$ cat src/rtl/tblink_rpc_pkt_buf.sv
// tblink_rpc_pkt_buf: store-and-forward byte buffer that releases a packet only once it is fully stored
module tblink_rpc_pkt_buf #(
    parameter int DEPTH_LOG2 = 6
) (
    input  logic                  uclock,
    input  logic                  reset,
    input  logic [7:0]            t_dat,
    input  logic                  t_valid,
    output logic                  t_ready,
    output logic [7:0]            i_dat,
    output logic                  i_valid,
    input  logic                  i_ready,
    output logic [DEPTH_LOG2:0]   pkt_count,
    output logic                  drop_o
);
    localparam int PW = DEPTH_LOG2 + 1;
    typedef enum logic [1:0] {W_DST, W_LEN, W_PAY, W_DROP} wst_t;
    typedef enum logic [1:0] {R_DST, R_LEN, R_PAY} rst_t;
    logic [7:0] mem_q [0:(1<<DEPTH_LOG2)-1];
    logic [PW-1:0] wr_q, wr_d, cm_q, cm_d, rd_q, rd_d, cnt_q, cnt_d;
    wst_t ws_q, ws_d;
    rst_t rs_q, rs_d;
    logic [7:0] wrem_q, wrem_d, rrem_q, rrem_d;
    logic drop_q, drop_d, en_q;
    logic full, t_fire, r_fire, we, commit, last, too_long;
    always_comb begin
        full = (wr_q - rd_q) == PW'(2**DEPTH_LOG2);
        t_ready = en_q && (ws_q == W_DROP || !full);
        i_valid = rd_q != cm_q;
        i_dat = mem_q[rd_q[DEPTH_LOG2-1:0]];
        t_fire = t_valid && t_ready;
        r_fire = i_valid && i_ready;
        too_long = int'(t_dat) + 2 > 2**DEPTH_LOG2;
        wr_d = wr_q;
        ws_d = ws_q;
        wrem_d = wrem_q;
        drop_d = 1'b0;
        we = 1'b0;
        commit = 1'b0;
        if (t_fire) begin
            case (ws_q)
                W_DST: begin
                    we = 1'b1;
                    wr_d = wr_q + PW'(1);
                    ws_d = W_LEN;
                end
                W_LEN: begin
                    // An oversize packet rewinds to the last commit, discarding its stored dst byte
                    we = !too_long;
                    wr_d = too_long ? cm_q : wr_q + PW'(1);
                    drop_d = too_long;
                    wrem_d = t_dat;
                    commit = !too_long && t_dat == 8'd0;
                    ws_d = too_long ? W_DROP : (t_dat == 8'd0 ? W_DST : W_PAY);
                end
                W_PAY: begin
                    we = 1'b1;
                    wr_d = wr_q + PW'(1);
                    wrem_d = wrem_q - 8'd1;
                    commit = wrem_q == 8'd1;
                    ws_d = wrem_q == 8'd1 ? W_DST : W_PAY;
                end
                default: begin
                    wrem_d = wrem_q - 8'd1;
                    ws_d = wrem_q == 8'd1 ? W_DST : W_DROP;
                end
            endcase
        end
        cm_d = commit ? wr_d : cm_q;
        rd_d = r_fire ? rd_q + PW'(1) : rd_q;
        rs_d = rs_q;
        rrem_d = rrem_q;
        last = 1'b0;
        if (r_fire) begin
            case (rs_q)
                R_DST: rs_d = R_LEN;
                R_LEN: begin
                    rrem_d = i_dat;
                    last = i_dat == 8'd0;
                    rs_d = i_dat == 8'd0 ? R_DST : R_PAY;
                end
                default: begin
                    rrem_d = rrem_q - 8'd1;
                    last = rrem_q == 8'd1;
                    rs_d = rrem_q == 8'd1 ? R_DST : R_PAY;
                end
            endcase
        end
        cnt_d = cnt_q + PW'(commit) - PW'(last);
    end
    always_ff @(posedge uclock or posedge reset) begin
        if (reset) begin
            wr_q <= '0;
            cm_q <= '0;
            rd_q <= '0;
            cnt_q <= '0;
            ws_q <= W_DST;
            rs_q <= R_DST;
            wrem_q <= '0;
            rrem_q <= '0;
            drop_q <= 1'b0;
            en_q <= 1'b0;
        end else begin
            wr_q <= wr_d;
            cm_q <= cm_d;
            rd_q <= rd_d;
            cnt_q <= cnt_d;
            ws_q <= ws_d;
            rs_q <= rs_d;
            wrem_q <= wrem_d;
            rrem_q <= rrem_d;
            drop_q <= drop_d;
            en_q <= 1'b1;
        end
    end
    always_ff @(posedge uclock) begin
        if (we) mem_q[wr_q[DEPTH_LOG2-1:0]] <= t_dat;
    end
    assign pkt_count = cnt_q;
    assign drop_o = drop_q;
endmodule

$ cat config.mk
export PLATFORM = sky130hd
export DESIGN_NAME = tblink_rpc_pkt_buf
export DESIGN_NICKNAME = d
export VERILOG_FILES = /design/src/rtl/tblink_rpc_pkt_buf.sv
export SDC_FILE = /design/constraint.sdc
export NUM_CORES = 1
export LEC_CHECK = 0
export CAP_MARGIN = 20
export CORE_ASPECT_RATIO = 1.5
export CORE_MARGIN = 1.5
export CORE_UTILIZATION = 60
export CTS_CLUSTER_DIAMETER = 120
export CTS_CLUSTER_SIZE = 40
export DETAILED_ROUTE_END_ITERATION = 10
export GPL_TIMING_DRIVEN = 0
export PLACE_DENSITY = 0.87
export SYNTH_ARGS = -nofsm -noshare
export SYNTH_HDL_FRONTEND = slang
export SYNTH_SLANG_ARGS = --single-unit
$ cat constraint.sdc
create_clock -name uclock -period 4.9 [get_ports uclock]
set_clock_uncertainty 0.05 [all_clocks]
set_input_delay 0.49 -clock uclock [delete_from_list [all_inputs] [get_ports uclock]]
set_output_delay 0.49 -clock uclock [all_outputs]
set_load 0.01 [all_outputs]
Word level (Yosys, flattened, before mapping)
Memory sizes are Yosys's and may differ from the RTL's.
Cells that the tools add are included.

storage, ports and cells
  input bits = 12
  ROM bits = 0
  bits in registers = 50
  memories kept = 1
  logic and storage cells = 67
  output and inout bits = 18
  bits in writable memories = 512
  bits in latches = 0

cells by class
  add/subtract/negate cells = 8
  muxes and demuxes = 23
  $lt $le $gt $ge = 1
  div/mod/pow operators = 0
  shift-type cells = 0
  reductions and logical operators = 14
  $mul = 0
  bitwise operators = 2
  equality and inequality tests = 8

memories
  memory  depth  width  rd ports  clocked after Yosys merged registers in  write ports  RTL line  RTL
  mem_q   64     8      1         0                                        1            19        logic [7:0] mem_q [0:(1<<DEPTH_LOG2)-1];

operator list
  cell                                                            number
  one-hot mux 8 bit (2 select lines)                              2
  == test 8 x 1 -> 1 bit (second input constant)                  2
  logical NOT 8 bit                                               2
  subtractor 8 x 1 -> 8 bit (second input constant)               2
  adder 7 x 1 -> 7 bit (second input constant)                    2
  two-way mux 7 bit                                               2
  one-hot mux 7 bit (2 select lines)                              1
  two-way mux 2 bit                                               6
  adder 8 x 2 -> 9 bit (second input constant)                    1
  greater-than comparator 9 x 7 -> 1 bit (second input constant)  1
  adder 7 x 1 -> 7 bit                                            1
  == test 7 bit (second input constant)                           1
  two-way mux 1 bit                                               7
  inequality test 7 bit                                           1
  subtractor 7 x 1 -> 7 bit                                       1
  subtractor 7 bit                                                1
  one-hot mux 1 bit (2 select lines)                              3
  one-hot mux 2 bit (3 select lines)                              1
  == test 2 x 1 -> 1 bit (second input constant)                  2
  == test 2 bit (second input constant)                           2
  logical AND 1 bit                                               4
  logical NOT 2 bit                                               2
  one-hot mux 2 bit (2 select lines)                              1
  AND reduction 2 bit                                             2
  other kinds (4)                                                 6

Logic depth before layout (Yosys ltp)
  word-level depth = 9
  gate-level depth with buffers = 25
  mapped depth without buffers = 20

Worst setup path before layout
OpenSTA, ideal clock, no wires.

  path type = reg2reg
  start point = register rd_q[1]
  end point = register cnt_q[6] (netlist: pkt_count[6])
  data required time = 4.725 ns
  buffers on the path = 5
  library setup time = 0.125 ns
  path slack = 0.456 ns
  data arrival time = 4.269 ns
  stages on the path, launching flop included = 26
  clock period less this slack = 4.444 ns
  path through = dfrtp_1 -> buf_4 -> buf_4 -> buf_4 -> buf_2 -> inv_1 -> ha_1 -> nor2b_1 -> o21ai_0 -> a21o_1 -> a2111o_1 -> nand3_1 -> nor2b_1 -> buf_2 -> inv_1 -> ha_1 -> inv_1 -> ha_1 -> inv_1 -> fa_1 -> inv_1 -> a21oi_1 -> o21bai_1 -> a21o_1 -> a21oi_1 -> xnor2_1

on the way
  longest elaborated chain between the ends = 9
  elaborated cells between the ends (all ways) = 15
  classes of those cells = add/sub (3); eq/ne (2); mux (3); reduce/logical (6); memory (1)

RTL lines
  element                      RTL line  RTL
  start, declared              20        logic [PW-1:0] wr_q, wr_d, cm_q, cm_d, rd_q, rd_d, cnt_q, cnt_d;
  start signal, assigned       106       rd_q <= rd_d;
  subtractor 7 bit             27        full = (wr_q - rd_q) == PW'(2**DEPTH_LOG2);
  == test 7 bit                27
  logical NOT 1 bit            28        t_ready = en_q && (ws_q == W_DROP || !full);
  logical OR 1 bit             28
  logical AND 1 bit            28
  logical AND 1 bit            31        t_fire = t_valid && t_ready;
  two-way mux 1 bit            40        if (t_fire) begin
  adder 7 x 1 -> 7 bit         89        cnt_d = cnt_q + PW'(commit) - PW'(last);
  subtractor 7 x 1 -> 7 bit *  89
  named net cnt_d[6]           20
  end signal, assigned         107       cnt_q <= cnt_d;
  end, declared                20

Mark *: on every way through the listed nets, which the timed path passes. The rest lies on a longest branch.
A chain may end at the register's enable or synchronous reset.

Worst setup path after layout
  start point = register rd_q[1]
  end point = memory mem_q[44][2] (enable)

on the way
  longest elaborated chain between the ends = 9

RTL lines
  element                                  RTL line  RTL
  subtractor 7 bit                         27
  == test 7 bit                            27
  logical NOT 1 bit                        28
  logical OR 1 bit                         28
  logical AND 1 bit                        28
  logical AND 1 bit                        31
  two-way mux 1 bit                        40
  two-way mux 1 bit                        117       if (we) mem_q[wr_q[DEPTH_LOG2-1:0]] <= t_dat;
  two-way mux 1 bit (not written as such)  117
  end, declared                            19

Every way passes these cells.

==> impl_metrics.ini <==
[clock_tree]
cts_sinks = 562
path_clk_slew_ps = 160
clk_latency_ps = 600
ctsRootBufferMaster = clkbuf_16
cts_tree = done
clock_path_buffers = 3
hold_buffers = 0
htree_levels = 1
cts_inserted_buffers = 18

[pwr]
pwr_density_cell_nw_per_um2 = 536
leakagePower_nw = 8.21
total_power_mw = 13.6
peakVddDrop_mv = 0.478

[die]
core_sq_um = 38400
boundaryPins = 30
initial_core_util_pct = 60.9
rows = 88
fp.dieW_microns = 164
chipHeight_microns = 245
die_area_sq_um = 40200

[route]
via_per_inst = 7.10
drcViolationCount = 0
wirelength_mm = 60.5
drtIter0Drc = 2330
drtAntennaViolNets = 0
wl_per_cell_microns = 32.4
num_vias = 13268
drt-pass1-iter-count = 8

[layout]
final_nets = 1400
n_antenna_cell = 0
drive_above_1_share_pct = 21.3
n_fill_cell = 2309
syn_to_final_growth_pct = 8.83

[global_route]
antenna_found_initial = 0
grt_max_degree = 58
track_usage_pct = 31.1
grt_pass1_wl_mm = 87.6
grt_pass1_vias = 13148
grt-ovfl-total = 0

[logic_synthesis]
synth-xor-area-share_pct = 0.823
yosysTopAreaCell = edfxtp_1
yosysSeqAreaShare_pct = 71.1
synth_warnings = 0
synth_nets = 1337
ys_dominant_reg_cell = edfxtp_1
async_flop_share_pct = 8.90
synthSimpleGateAreaFrac_pct = 5.15
ys_seq_elements = 562
synth-edff-count = 512
netlist_instances = 1299
synthDistinctLibCells = 79
synth_top_family_by_area = multiplexers
synth_top_area_share_pct = 65.7
synth_compound_area_share_pct = 4.41
netlist_area_sq_um = 23400
syn-mean-instance-area_sq_um = 18.0
synth.area.top_cells = edfxtp_1 (66%), mux4_2 (12%), dfrtp_1 (5.3%)
synthMuxAreaShare_pct = 14.7
synth_fa_ha_area_share_pct = 1.42

[timing]
setup_tns_ps = 0
finalMaxSlewViolations = 0
grt_setup_unrepaired = true
fin_crit_sh_pct = 99.1
fin_ws_ps = 42.6
worstMarginPinSlew_ps = 1070
layout_min_cycle_time_ps = 4860
max_freq_mhz = 206
setup_violations = 0
relSlewSlack_pct = 28.3
hold_violations = 0

[setup_path]
worstPathArrival_ps = 5020
cp-end-kind = flip-flop
required_ps = 5070
criticalPathCategory = reg -> reg
start_kind = flip-flop
cp_max_fo = 10

[placed_design]
pre_cts_slack_ps = -773
gp_congestion = 0.974
io_buffers = 29
dp_hpwl_mm = 40.5

[outcome]
status = complete, no violations

[hold_path]
hold_class = in -> async

[run]
cap_violations = 0
==> layout by cell type (no fill, tap or decap), types with 17 or more instances in the layout <==
master             n
o21ai_0           32
inv_1             33
mux2i_1           27
nor2_1            79
ha_1              25
nand3_1           22
buf_12            20
edfxtp_1         512
clkbuf_1          25
a21oi_1           31
clkbuf_16         19
nor2_2            30
dfrtp_1           48
nor3_1            17
mux4_2           120
clkdlybuf4s50_1   21
nand2_1           53
==> cell type report <==
type	instances	area [sq um]	area share, %
Multi-Input combinational cell	637	6410	25.2
Clock buffer	31	520	2.04
Buffer	64	647	2.54
Tap cell	495	619	2.43
Timing Repair Buffer	43	468	1.84
Inverter	36	140	0.550
Clock inverter	1	30.0	0.118
Sequential cell	562	16600	65.3
==> flip-flops by register name, indices dropped and copies added, names as in the netlist, 7 cells and up <==
| signal | flops |
|---|---|
| wrem_q | 8 |
| mem_q | 512 |
| pkt_count | 7 |
| rd_q | 7 |
| rrem_q | 8 |
| cm_q | 7 |
| wr_q | 7 |
==> metal layers <==
| layer | GRT usage (%) | part of all wire, % | up-vias |
|---|---|---|---|
| li1 | - | - | 5280 |
| met1 | 38.4 | 32 | 6614 |
| met2 | 50.2 | 50 | 1144 |
| met3 | 5.83 | 11 | 230 |
| met4 | 20.7 | 7.1 | 0 |
| met5 | 0 | 0 | - |
==> worst max-delay path: stages (launching register included) <==
cell and delay, ps:
dfrtp_2 470, buf_12 180, buf_12 190, buf_12 190, buf_8 180, inv_1 110, ha_1 290, nor2b_1 140
o21ai_1 160, a21o_1 140, a2111o_1 210, nand4b_1 260, buf_2 290, nor3_4 240, nand2_1 490, nor2_1 850
==> per-stage QoR <==
step	instance area (sq um)	instances	utilization (%)	hold WS [ps]
after floorplan	23400	1299	-	407
after global placement	24300	1823	63.3	433
after detailed placement	24500	1833	63.7	434
after CTS	25200	1866	65.7	132
after global routing	25500	1869	66.3	169
final	25500	1869	66.3	121
==> final timing paths <==
| check | start | end | slack, ps | depth (start not counted) |
|---|---|---|---|---|
| worst max-delay path | rd_q[1] | mem_q[44][2] | 40 | 15 |
| worst max register to register | rd_q[1] | mem_q[44][2] | 40 | 15 |
| worst min-delay path | reset | wr_q[1] | 120 | 2 |
| min in group uclock | t_dat[4] | mem_q[7][4] | 250 | 1 |
| max in group asynchronous | reset | rrem_q[5] | 4140 | 3 |
| worst min register to register | wrem_q[5] | wrem_q[5] | 470 | 1 |
==> synthesized netlist by cell type (11+ instances only) <==
cell type	n
mux4_2	120
ha_1	25
nor2_1	109
buf_6	11
a22oi_1	16
nor2b_1	11
nand2_1	54
mux4_1	11
edfxtp_1	512
clkbuf_1	17
nor3_1	17
inv_1	34
o21ai_0	34
dfrtp_1	50
buf_2	19
mux2i_1	31
a21oi_1	34
nand3_1	24
xnor2_1	14
==> logic make-up after synthesis <==
logic type,after synthesis
flip-flops,562
other,1
AND/OR/NAND/NOR,259
multiplexers,174
AO/OA/AOI/OAI,155
adder cells (fa/ha/maj),26
XOR/XNOR,22
buffers and inverters,100
==> what timing repair did <==
item                                   in CTS  in global routing
endpoints found under the hold margin       0                  0
resized for setup                          66                 65
setup buffers                               1                  3
pin swaps                                   0                  3
setup endpoints to repair                 514                301
==> report_power, final <==
group	leakage, nW	internal, mW	switching (mW)
clock network	0.260	0.756	1.38
logic	2.74	2.47	3.42
registers	5.21	5.44	0.185
No activity file was read; power rests on OpenSTA's default activity.
